[config.mk]
export PLATFORM = sky130hd
export DESIGN_NAME = dht11_leitor
export DESIGN_NICKNAME = d
export VERILOG_FILES = /design/src/rtl/dht11_pkg.sv /design/src/rtl/gerador_tick_us.sv /design/src/rtl/dht11_leitor.sv
export SDC_FILE = /design/constraint.sdc
export NUM_CORES = 1
export LEC_CHECK = 0
export BUFFER_PORTS_ARGS = -buffer_cell sky130_fd_sc_hd__buf_2
export CORE_UTILIZATION = 51
export CTS_BUF_LIST = sky130_fd_sc_hd__clkbuf_4 sky130_fd_sc_hd__clkbuf_8
export CTS_CLUSTER_DIAMETER = 80
export DETAILED_ROUTE_END_ITERATION = 6
export GPL_TIMING_DRIVEN = 1
export PLACE_DENSITY = 0.69
export SYNTH_ARGS = -nofsm -noshare
export SYNTH_HDL_FRONTEND = slang
export SYNTH_SLANG_ARGS = --single-unit
[constraint.sdc]
create_clock -name clock -period 3.95 [get_ports clock]
set_clock_uncertainty 0.2 [all_clocks]
set_input_delay 0.5925 -clock clock [delete_from_list [all_inputs] [get_ports clock]]
set_output_delay 0.5925 -clock clock [all_outputs]
set_load 0.005 [all_outputs]
[src/rtl/dht11_pkg.sv]
// Shared definitions for the DHT11 single-wire reader: FSM states, frame layout
// and the checksum rule applied to a completed 40-bit frame.
package dht11_pkg;

  typedef enum logic [3:0] {
    IDLE,
    START_LOW,
    RELEASE,
    RESP_LOW,
    RESP_HIGH,
    BIT_LOW,
    BIT_HIGH,
    FINISH,
    ERRO
  } dht_state_e;

  localparam int FRAME_BITS     = 40;
  localparam int OFS_HUM_INT    = 32;
  localparam int OFS_HUM_FLOAT  = 24;
  localparam int OFS_TEMP_INT   = 16;
  localparam int OFS_TEMP_FLOAT = 8;
  localparam int OFS_CRC        = 0;

  function automatic logic checksum_ok(input logic [FRAME_BITS-1:0] f);
    logic [7:0] soma;
    soma = f[OFS_HUM_INT +: 8] + f[OFS_HUM_FLOAT +: 8]
         + f[OFS_TEMP_INT +: 8] + f[OFS_TEMP_FLOAT +: 8];
    return soma == f[OFS_CRC +: 8];
  endfunction

endpackage

[src/rtl/gerador_tick_us.sv]
// Prescaler: one-cycle us_tick every DIV clocks (DIV = clocks per microsecond).
module gerador_tick_us #(
  parameter int DIV = 50
) (
  input  logic clock,
  input  logic reset,
  output logic us_tick
);

  localparam int CW = (DIV > 1) ? $clog2(DIV) : 1;

  logic [CW-1:0] cnt_q, cnt_d;
  logic          wrap;

  assign wrap    = (cnt_q == CW'(DIV - 1));
  assign us_tick = wrap;

  always_comb begin
    cnt_d = cnt_q + CW'(1);
    if (wrap) cnt_d = '0;
  end

  always_ff @(posedge clock) begin
    if (reset) cnt_q <= '0;
    else       cnt_q <= cnt_d;
  end

endmodule

[src/rtl/dht11_leitor.sv]
// DHT11 reader: host start pulse, response preamble check, 40-bit capture and
// frame publication with checksum status and a sticky timeout flag.
module dht11_leitor
  import dht11_pkg::*;
#(
  parameter int CLK_FREQ_HZ      = 50_000_000,
  parameter int START_LOW_US     = 18_000,
  parameter int BIT_THRESHOLD_US = 40,
  parameter int TIMEOUT_US       = 200
) (
  input  logic       clock,
  input  logic       reset,
  input  logic       start,
  input  logic       dht_in,
  output logic       dht_drive_low,
  output logic [7:0] HUM_INT,
  output logic [7:0] HUM_FLOAT,
  output logic [7:0] TEMP_INT,
  output logic [7:0] TEMP_FLOAT,
  output logic [7:0] CRC,
  output logic       crc_ok,
  output logic       busy,
  output logic       done,
  output logic       erro,
  output dht_state_e estado_o
);

  localparam int PH_MAX = (START_LOW_US > TIMEOUT_US) ? START_LOW_US : TIMEOUT_US;
  localparam int PW     = $clog2(PH_MAX + 2);

  dht_state_e            state_q, state_d;
  logic [PW-1:0]         phase_q, phase_d;
  logic [FRAME_BITS-1:0] shift_q, shift_d;
  logic [FRAME_BITS-1:0] data_q, data_d;
  logic [5:0]            idx_q, idx_d;
  logic [2:0]            sync_q;
  logic                  crc_ok_q, crc_ok_d;
  logic                  done_q, done_d;
  logic                  erro_q, erro_d;
  logic                  us_tick, rise, fall, timeout, bit_val;

  gerador_tick_us #(.DIV(CLK_FREQ_HZ / 1_000_000)) u_tick (
    .clock   (clock),
    .reset   (reset),
    .us_tick (us_tick)
  );

  // sync_q[1:0] is the two-flop synchronizer, sync_q[2] the previous level.
  assign rise    = sync_q[1] & ~sync_q[2];
  assign fall    = ~sync_q[1] & sync_q[2];
  assign timeout = (phase_q >= PW'(TIMEOUT_US));
  // Phase counter starts at 0 on the entry edge, so a W us high phase reads W-1.
  assign bit_val = (phase_q >= PW'(BIT_THRESHOLD_US - 1));

  always_comb begin
    state_d  = state_q;
    shift_d  = shift_q;
    idx_d    = idx_q;
    data_d   = data_q;
    crc_ok_d = crc_ok_q;
    done_d   = 1'b0;
    erro_d   = erro_q;
    case (state_q)
      IDLE: if (start) begin
        state_d = START_LOW;
        erro_d  = 1'b0;
      end
      START_LOW: if (phase_q >= PW'(START_LOW_US)) state_d = RELEASE;
      RELEASE: begin
        if (timeout)   begin state_d = ERRO; erro_d = 1'b1; end
        else if (fall) state_d = RESP_LOW;
      end
      RESP_LOW: begin
        if (timeout)   begin state_d = ERRO; erro_d = 1'b1; end
        else if (rise) state_d = RESP_HIGH;
      end
      RESP_HIGH: begin
        if (timeout) begin state_d = ERRO; erro_d = 1'b1; end
        else if (fall) begin
          state_d = BIT_LOW;
          idx_d   = '0;
        end
      end
      BIT_LOW: begin
        if (timeout)   begin state_d = ERRO; erro_d = 1'b1; end
        else if (rise) state_d = BIT_HIGH;
      end
      BIT_HIGH: begin
        if (timeout) begin state_d = ERRO; erro_d = 1'b1; end
        else if (fall) begin
          shift_d = {shift_q[FRAME_BITS-2:0], bit_val};
          if (idx_q == 6'(FRAME_BITS - 1)) state_d = FINISH;
          else begin
            idx_d   = idx_q + 6'd1;
            state_d = BIT_LOW;
          end
        end
      end
      FINISH: begin
        data_d   = shift_q;
        crc_ok_d = checksum_ok(shift_q);
        done_d   = 1'b1;
        state_d  = IDLE;
      end
      ERRO:    state_d = IDLE;
      default: state_d = IDLE;
    endcase
    phase_d = phase_q + {{(PW-1){1'b0}}, us_tick};
    if (state_d != state_q) phase_d = '0;
  end

  always_ff @(posedge clock) begin
    if (reset) begin
      state_q  <= IDLE;
      phase_q  <= '0;
      shift_q  <= '0;
      data_q   <= '0;
      idx_q    <= '0;
      sync_q   <= 3'b111;
      crc_ok_q <= 1'b0;
      done_q   <= 1'b0;
      erro_q   <= 1'b0;
    end else begin
      state_q  <= state_d;
      phase_q  <= phase_d;
      shift_q  <= shift_d;
      data_q   <= data_d;
      idx_q    <= idx_d;
      sync_q   <= {sync_q[1:0], dht_in};
      crc_ok_q <= crc_ok_d;
      done_q   <= done_d;
      erro_q   <= erro_d;
    end
  end

  assign dht_drive_low = (state_q == START_LOW);
  assign busy          = (state_q != IDLE);
  assign done          = done_q;
  assign erro          = erro_q;
  assign crc_ok        = crc_ok_q;
  assign estado_o      = state_q;
  assign HUM_INT       = data_q[OFS_HUM_INT +: 8];
  assign HUM_FLOAT     = data_q[OFS_HUM_FLOAT +: 8];
  assign TEMP_INT      = data_q[OFS_TEMP_INT +: 8];
  assign TEMP_FLOAT    = data_q[OFS_TEMP_FLOAT +: 8];
  assign CRC           = data_q[OFS_CRC +: 8];

endmodule

; ---- Word level (Yosys, flattened, before mapping)
; Index checks and enable logic that the tools add are counted.
[classes]
mux = 24
n_bitwise = 5
n_reduce_logical = 10
n_lt_le_gt_ge = 3
n_addsub = 6
n_eq_ne = 18
[ops]
columns = operator, n
row1 = 2-to-1 mux 4 bit, 12
row2 = 2-to-1 mux 6 bit, 5
row3 = case mux 4 bit (7 select lines), 1
row4 = adder 8 bit, 3
row5 = "== test 4 x 3 -> 1 bit, second input constant", 4
row6 = adder 15 x 1 -> 15 bit, 1
row7 = "greater-or-equal comparator 15 bit, second input constant", 1
row8 = "greater-or-equal comparator 15 x 6 -> 1 bit, second input constant", 1
row9 = "greater-or-equal comparator 15 x 8 -> 1 bit, second input constant", 1
row10 = "adder 6 x 1 -> 6 bit, second input constant", 2
row11 = "== test 6 bit, second input constant", 2
row12 = "!= test 2 bit, second input constant", 6
row13 = case mux 6 bit (2 select lines), 1
row14 = "== test 4 x 2 -> 1 bit, second input constant", 2
row15 = == test 8 bit, 1
row16 = AND reduction 3 bit, 2
row17 = AND reduction 6 bit, 1
row18 = OR reduction 5 bit, 1
row19 = "== test 4 x 1 -> 1 bit, second input constant", 1
row20 = logical NOT 4 bit, 1
row21 = != test 4 bit, 1
row22 = nonzero test 2 bit, 2
row23 = nonzero test 4 bit, 1
row24 = OR reduction 2 bit, 2
row25 = other kinds (6), 11
[word_totals]
word_cells = 76
regBits = 117
out_inout_bits = 49
input_bits = 4

; ---- Logic depth before layout (Yosys ltp)
[depth]
ltp_word = 7
mapped_depth = 11
depth_no_buf = 11

; ---- Hierarchy
; A second synthesis with hierarchy kept.
[hier_totals]
cells_unflattened = 641
hier_area_um2 = 5391.4
[by_module_without_submodules]
columns = module, instances, seq_area_each_um2, area_each_um2, cells_per_inst
row1 = dht11_leitor, 1, 2222.1, 5136.2, 614
row2 = gerador_tick_us, 1, 120.1, 255.2, 27

; ---- Worst setup path after synthesis
; Ideal clock, no wire load.
[synth_timing]
kind = register -> register
start = register shift_q[9]
end = register crc_ok_q, in the netlist crc_ok
setup_time_ps = 87
arrival_ps = 2790
required_time_ps = 3663
path_stages_with_launch = 12
path_slack_ps = 873
synth_period_minus_slack_ps = 3077
path_buffers = 0
path_cell_list = dfxtp_1 > fa_1 > inv_1 > fa_1 > inv_1 > ha_1 > fa_1 > xnor2_1 > xnor2_1 > nor4_1 > nand3_1 > o31ai_1
[synth_via]
elab_chain_len = 2
[synth_rtl]
columns = item, line_no
row1 = from (decl), dht11_leitor.sv:33  ; logic [FRAME_BITS-1:0] shift_q, shift_d;
row2 = from (signal assigned), dht11_leitor.sv:126  ; shift_q <= shift_d;
row3 = adder 8 bit, dht11_pkg.sv:27  ; + f[OFS_TEMP_INT +: 8] + f[OFS_TEMP_FLOAT +: 8];
row4 = == test 8 bit, dht11_pkg.sv:28  ; return soma == f[OFS_CRC +: 8];
row5 = to (signal assigned), dht11_leitor.sv:130  ; crc_ok_q <= crc_ok_d;
row6 = to (decl), dht11_leitor.sv:37  ; logic crc_ok_q, crc_ok_d;
; Every way passes these cells.
; A chain may end at the register's enable or synchronous reset.

; ---- Worst setup path after layout
; Ends and elaborated chain as after synthesis.

==> run summary <==
The flow ran to the end, and the final reports show no timing, DRC or antenna violations. The max-slew headroom at the worst pin came out at 0.247. In the layout the commonest cells are 173 x nand2_1, 117 x dfxtp_1, 95 x a21oi_1, 52 x buf_2, 24 x nor2_1. The portion of synthesized cell area occupied by the leading cell type is 0.452. In this run the worst setup path begins at shift_q[9]$_SDFFE_PP0P_. The repair_antennas step left the layout with diodes totalling 0. For this run, the detailed router's first-pass iteration total came to 5. The worst-case vdd ir drop came out at 0.219 mV. The y dimension of the die came out at about 100 µm. Max-cap violations in this run came to 0. The buffering stage count on the worst path with inverters included is 2.

The overall routed net length is roughly 11 mm. The slowest stage of the critical path belongs to the cell fa_1. The overflow left after global routing is 0. The critical path arrival is roughly 3.5 ns. The number of clock buffers added by TritonCTS is 17.

With fillers left out, the area of the finished cells amounts to about 0.006 mm². The last weighted congestion value of the routability-driven placer came out at 0.830. Among the stages of the critical path, the cell type that occurs most often is fa_1. The number of hold violations in the final report was 0.

The initial utilization of the core area, before any placement, comes to 0.528. The startpoint identified for the worst register-to-register timing path is shift_q[9]$_SDFFE_PP0P_. The antenna violation net count after detailed routing is 0.

The area growth from synthesis to layout came out at 14.7%. The port buffer count came out at between 50 and 60. Detailed placement finished with a half-perimeter wire length of ~7.4 mm. The number of pins with negative max-slew slack in the final report is 0. The number of placement rows came out at 36.

Clock tree synthesis found a total of 117 sinks. During I/O placement, the number of pins put on the boundary was 53. The net count reported at finish came out at around 700. The library cell used most frequently in the layout, excluding fill and tap cells, is nand2_1. The endpoint of the lowest-slack register-to-register path is crc_ok$_SDFFE_PP0P_. The average routed wire per standard cell is between 10 and 15 µm. The area of the core is between 0.009 and 0.01 mm². The x dimension of the die is just over 100 µm. The classification of the worst-slack hold path is input port to flop. The initial detailed-routing violation count is between 200 and 250.

The cell depth of the worst setup path came out at 11. Synthesis produced roughly 630 cells. The number of gates resized after CTS is 0. Entering global routing, the biggest net connects 64 pins. The clock-pin slew reported for the worst setup and hold paths after clock tree synthesis came out at about 0.080 ns. The flip-flop and latch area came out at 0.00234 mm². The overall via count from detail_route is between 4000 and 5000. The static power due to leakage came out at between 2 and 2.5 nW. The worst setup path is launched from a flop.

The setup TNS after final layout came out at 0 ns. Dividing the final minimum period by the clock period gives 0.849. The largest single stage delay on the critical path is 0.55 ns.

The total nets after synthesis came out at ~660. The destination of the critical timing path is crc_ok$_SDFFE_PP0P_. In this design, the largest share of critical-path delay is due to adder cells. For flop-to-flop paths, the worst setup slack is roughly 0.6 ns. The critical setup path kind is flop to flop. At the pin with the least slew margin, the transition time is about 1.1 ns. The global-route usage over all layers came out at 0.229. The count of endpoints failing setup in the final report is 0. After clock tree synthesis, the flow added hold-fix buffers numbering 0. The design draws about 2.5 mW.

By area the synthesized netlist is led by dfxtp_1 45%, nand2_1 13%, a21oi_1 9.2%, fa_1 5.4%, xnor2_1 3.7%. The number of vias per cell came out at approximately 5.3. The number of fill cells is ~900. The cell at the root of the clock tree is clkbuf_8. The number of warnings issued by yosys is 0.

In the routed design, unresolved DRC markers number 0. The post-layout minimum cycle time came out at between 3 and 4 ns. The H-tree depth reported by CTS came out at 4. The count of cells along the worst register-to-register path came out at 11. Setup repair after global routing left no endpoint under its margin. dfxtp_1 takes more of the synthesized area than any other cell. The CTS tree is built.

The number of buffers on the longest clock path came out at 2. The area of the multi-input gates is between 0.002 and 0.003 mm². The post-place instance area came out at between 0.005 and 0.006 mm².

The via count of the first global-routing pass is 3996. The area enclosed by the die boundary is roughly 0.011 mm². The sequential cell area fraction in the yosys report is 0.452.

The clock latency reported for the late side of the worst-skew pair came out at 0.43 ns. The share of layout cells above drive strength 1 is 0.145. In this run the post-CTS setup repair buffer count came out at 0.

The mean area per synthesized cell is 8.22 µm². The maximum net fanout on the critical path came out at 4. The signal on the critical path passes through fa_1 > inv_1 > fa_1 > inv_1 > ha_1 > fa_1 > xnor2_1 > nand3_1 > nor4_1 > nand3_1 > o31ai_1. The mapped cell area is slightly above 0.005 mm². At the worst endpoint, the required time is roughly 4 ns. The highest clock frequency the design can meet is roughly 300 MHz. Synthesis inferred between 100 and 150 register bits. The capturing element type of the critical path is a flop. The power per cell area came out at approximately 410 mW/mm². After synthesis, the netlist uses 44 different library cells.

The first global-routing pass estimated 18.7 mm of wire. The number of antenna violations at the first check in global routing came out at 0.
[through the flow]
stage	hold slack (ns)	cells	setup WS (ns)	utilization
2_1_floorplan	0.189	631	0.873	-
3_3_place_gp	0.203	783	0.760	0.560
3_5_place_dp	0.213	783	0.636	0.560
4_1_cts	0.122	815	0.606	0.606
5_1_grt	0.125	815	0.360	0.606
6_report	0.149	815	0.598	0.606
[how the worst min path moves through the flow]
| stage | startpoint | endpoint | slack (ns) | depth (start not counted) |
|---|---|---|---|---|
| floorplan | sync_q[0]$_SDFF_PP1_ | sync_q[1]$_SDFF_PP1_ | 0.19 | 1 |
| global placement | sync_q[0]$_SDFF_PP1_ | sync_q[1]$_SDFF_PP1_ | 0.20 | 1 |
| detailed placement | sync_q[0]$_SDFF_PP1_ | sync_q[1]$_SDFF_PP1_ | 0.21 | 1 |
| CTS | dht_in | sync_q[0]$_SDFF_PP1_ | 0.12 | 2 |
| global route | dht_in | sync_q[0]$_SDFF_PP1_ | 0.13 | 2 |
| finish | dht_in | sync_q[0]$_SDFF_PP1_ | 0.15 | 2 |
[worst register-to-register path, stage by stage (launching register included)]
cell and delay, ns:
dfxtp_1 0.37, fa_1 0.55, inv_1 0.05, fa_1 0.50, inv_1 0.04, ha_1 0.22, fa_1 0.48, xnor2_1 0.20
nand3_1 0.10, nor4_1 0.21, nand3_1 0.12, o31ai_1 0.21
[Yosys cell counts (all sizes together)]
library cell / number
nand3b: 3
o21bai: 1
inv: 18
or2: 5
nor3b: 2
buf: 11
a31oi: 2
xor2: 13
o21ba: 1
o22ai: 2
nand2b: 2
a2111o: 1
fa: 14
or4b: 1
o31ai: 2
dfxtp: 117
nand2: 173
nor2b: 3
xnor2: 22
or4: 5
a21oi: 95
and2: 1
nor3: 19
a2111oi: 1
nand4: 2
a211oi: 2
nor4: 5
a21o: 1
a311o: 1
clkbuf: 27
ha: 12
nor2: 24
o211ai: 3
and3: 5
o2111ai: 1
nand3: 17
o21ai: 6
mux2i: 1
or3: 7
o311ai: 1
nand4b: 2
[kinds of logic (layout without fill, tap and decap cells)]
logic type / Yosys count / in the layout / share of synthesized area
multiplexers: 1 / 1 / 0.00193
buffers and inverters: 56 / 107 / 0.0437
XOR/XNOR: 35 / 35 / 0.0591
AND/OR/NAND/NOR: 276 / 276 / 0.234
flip-flops: 117 / 117 / 0.452
adder cells (fa/ha/maj): 26 / 26 / 0.0830
AO/OA/AOI/OAI: 120 / 120 / 0.126
[registers in the layout, summed over array words and instances, names as in the netlist]
register	flops
estado_o	4
sync_q	3
data_q	40
idx_q	6
done	1
crc_ok	1
phase_q	15
erro	1
shift_q	40
u_tick.cnt_q	6
[layer usage]
layer / share of wire / routed length, µm / up-vias / global-route usage
met5: 0 / 0 / - / 0
li1: - / - / 2177 / -
met1: 0.47 / 5220 / 2006 / 0.301
met2: 0.47 / 5180 / 102 / 0.364
met4: 0.010 / 116 / 0 / 0.0693
met3: 0.050 / 552 / 11 / 0.0719
[power breakdown]
group          switching (mW)  internal, mW  total [mW]
Sequential            0.00548          1.18        1.19
Clock                   0.517         0.710        1.23
Combinational          0.0265        0.0108      0.0374
Total                   0.549          1.90        2.45
[area by class of cell]
cell class              instances  area share
clock buffers                  18      0.0416
multi-input cells             458       0.442
well taps                     133      0.0280
flip-flops and latches        117       0.394
clock inverters                14      0.0336
repair buffers                 57      0.0500
inverters                      18      0.0114
No activity file was read; power rests on OpenSTA's default activity.
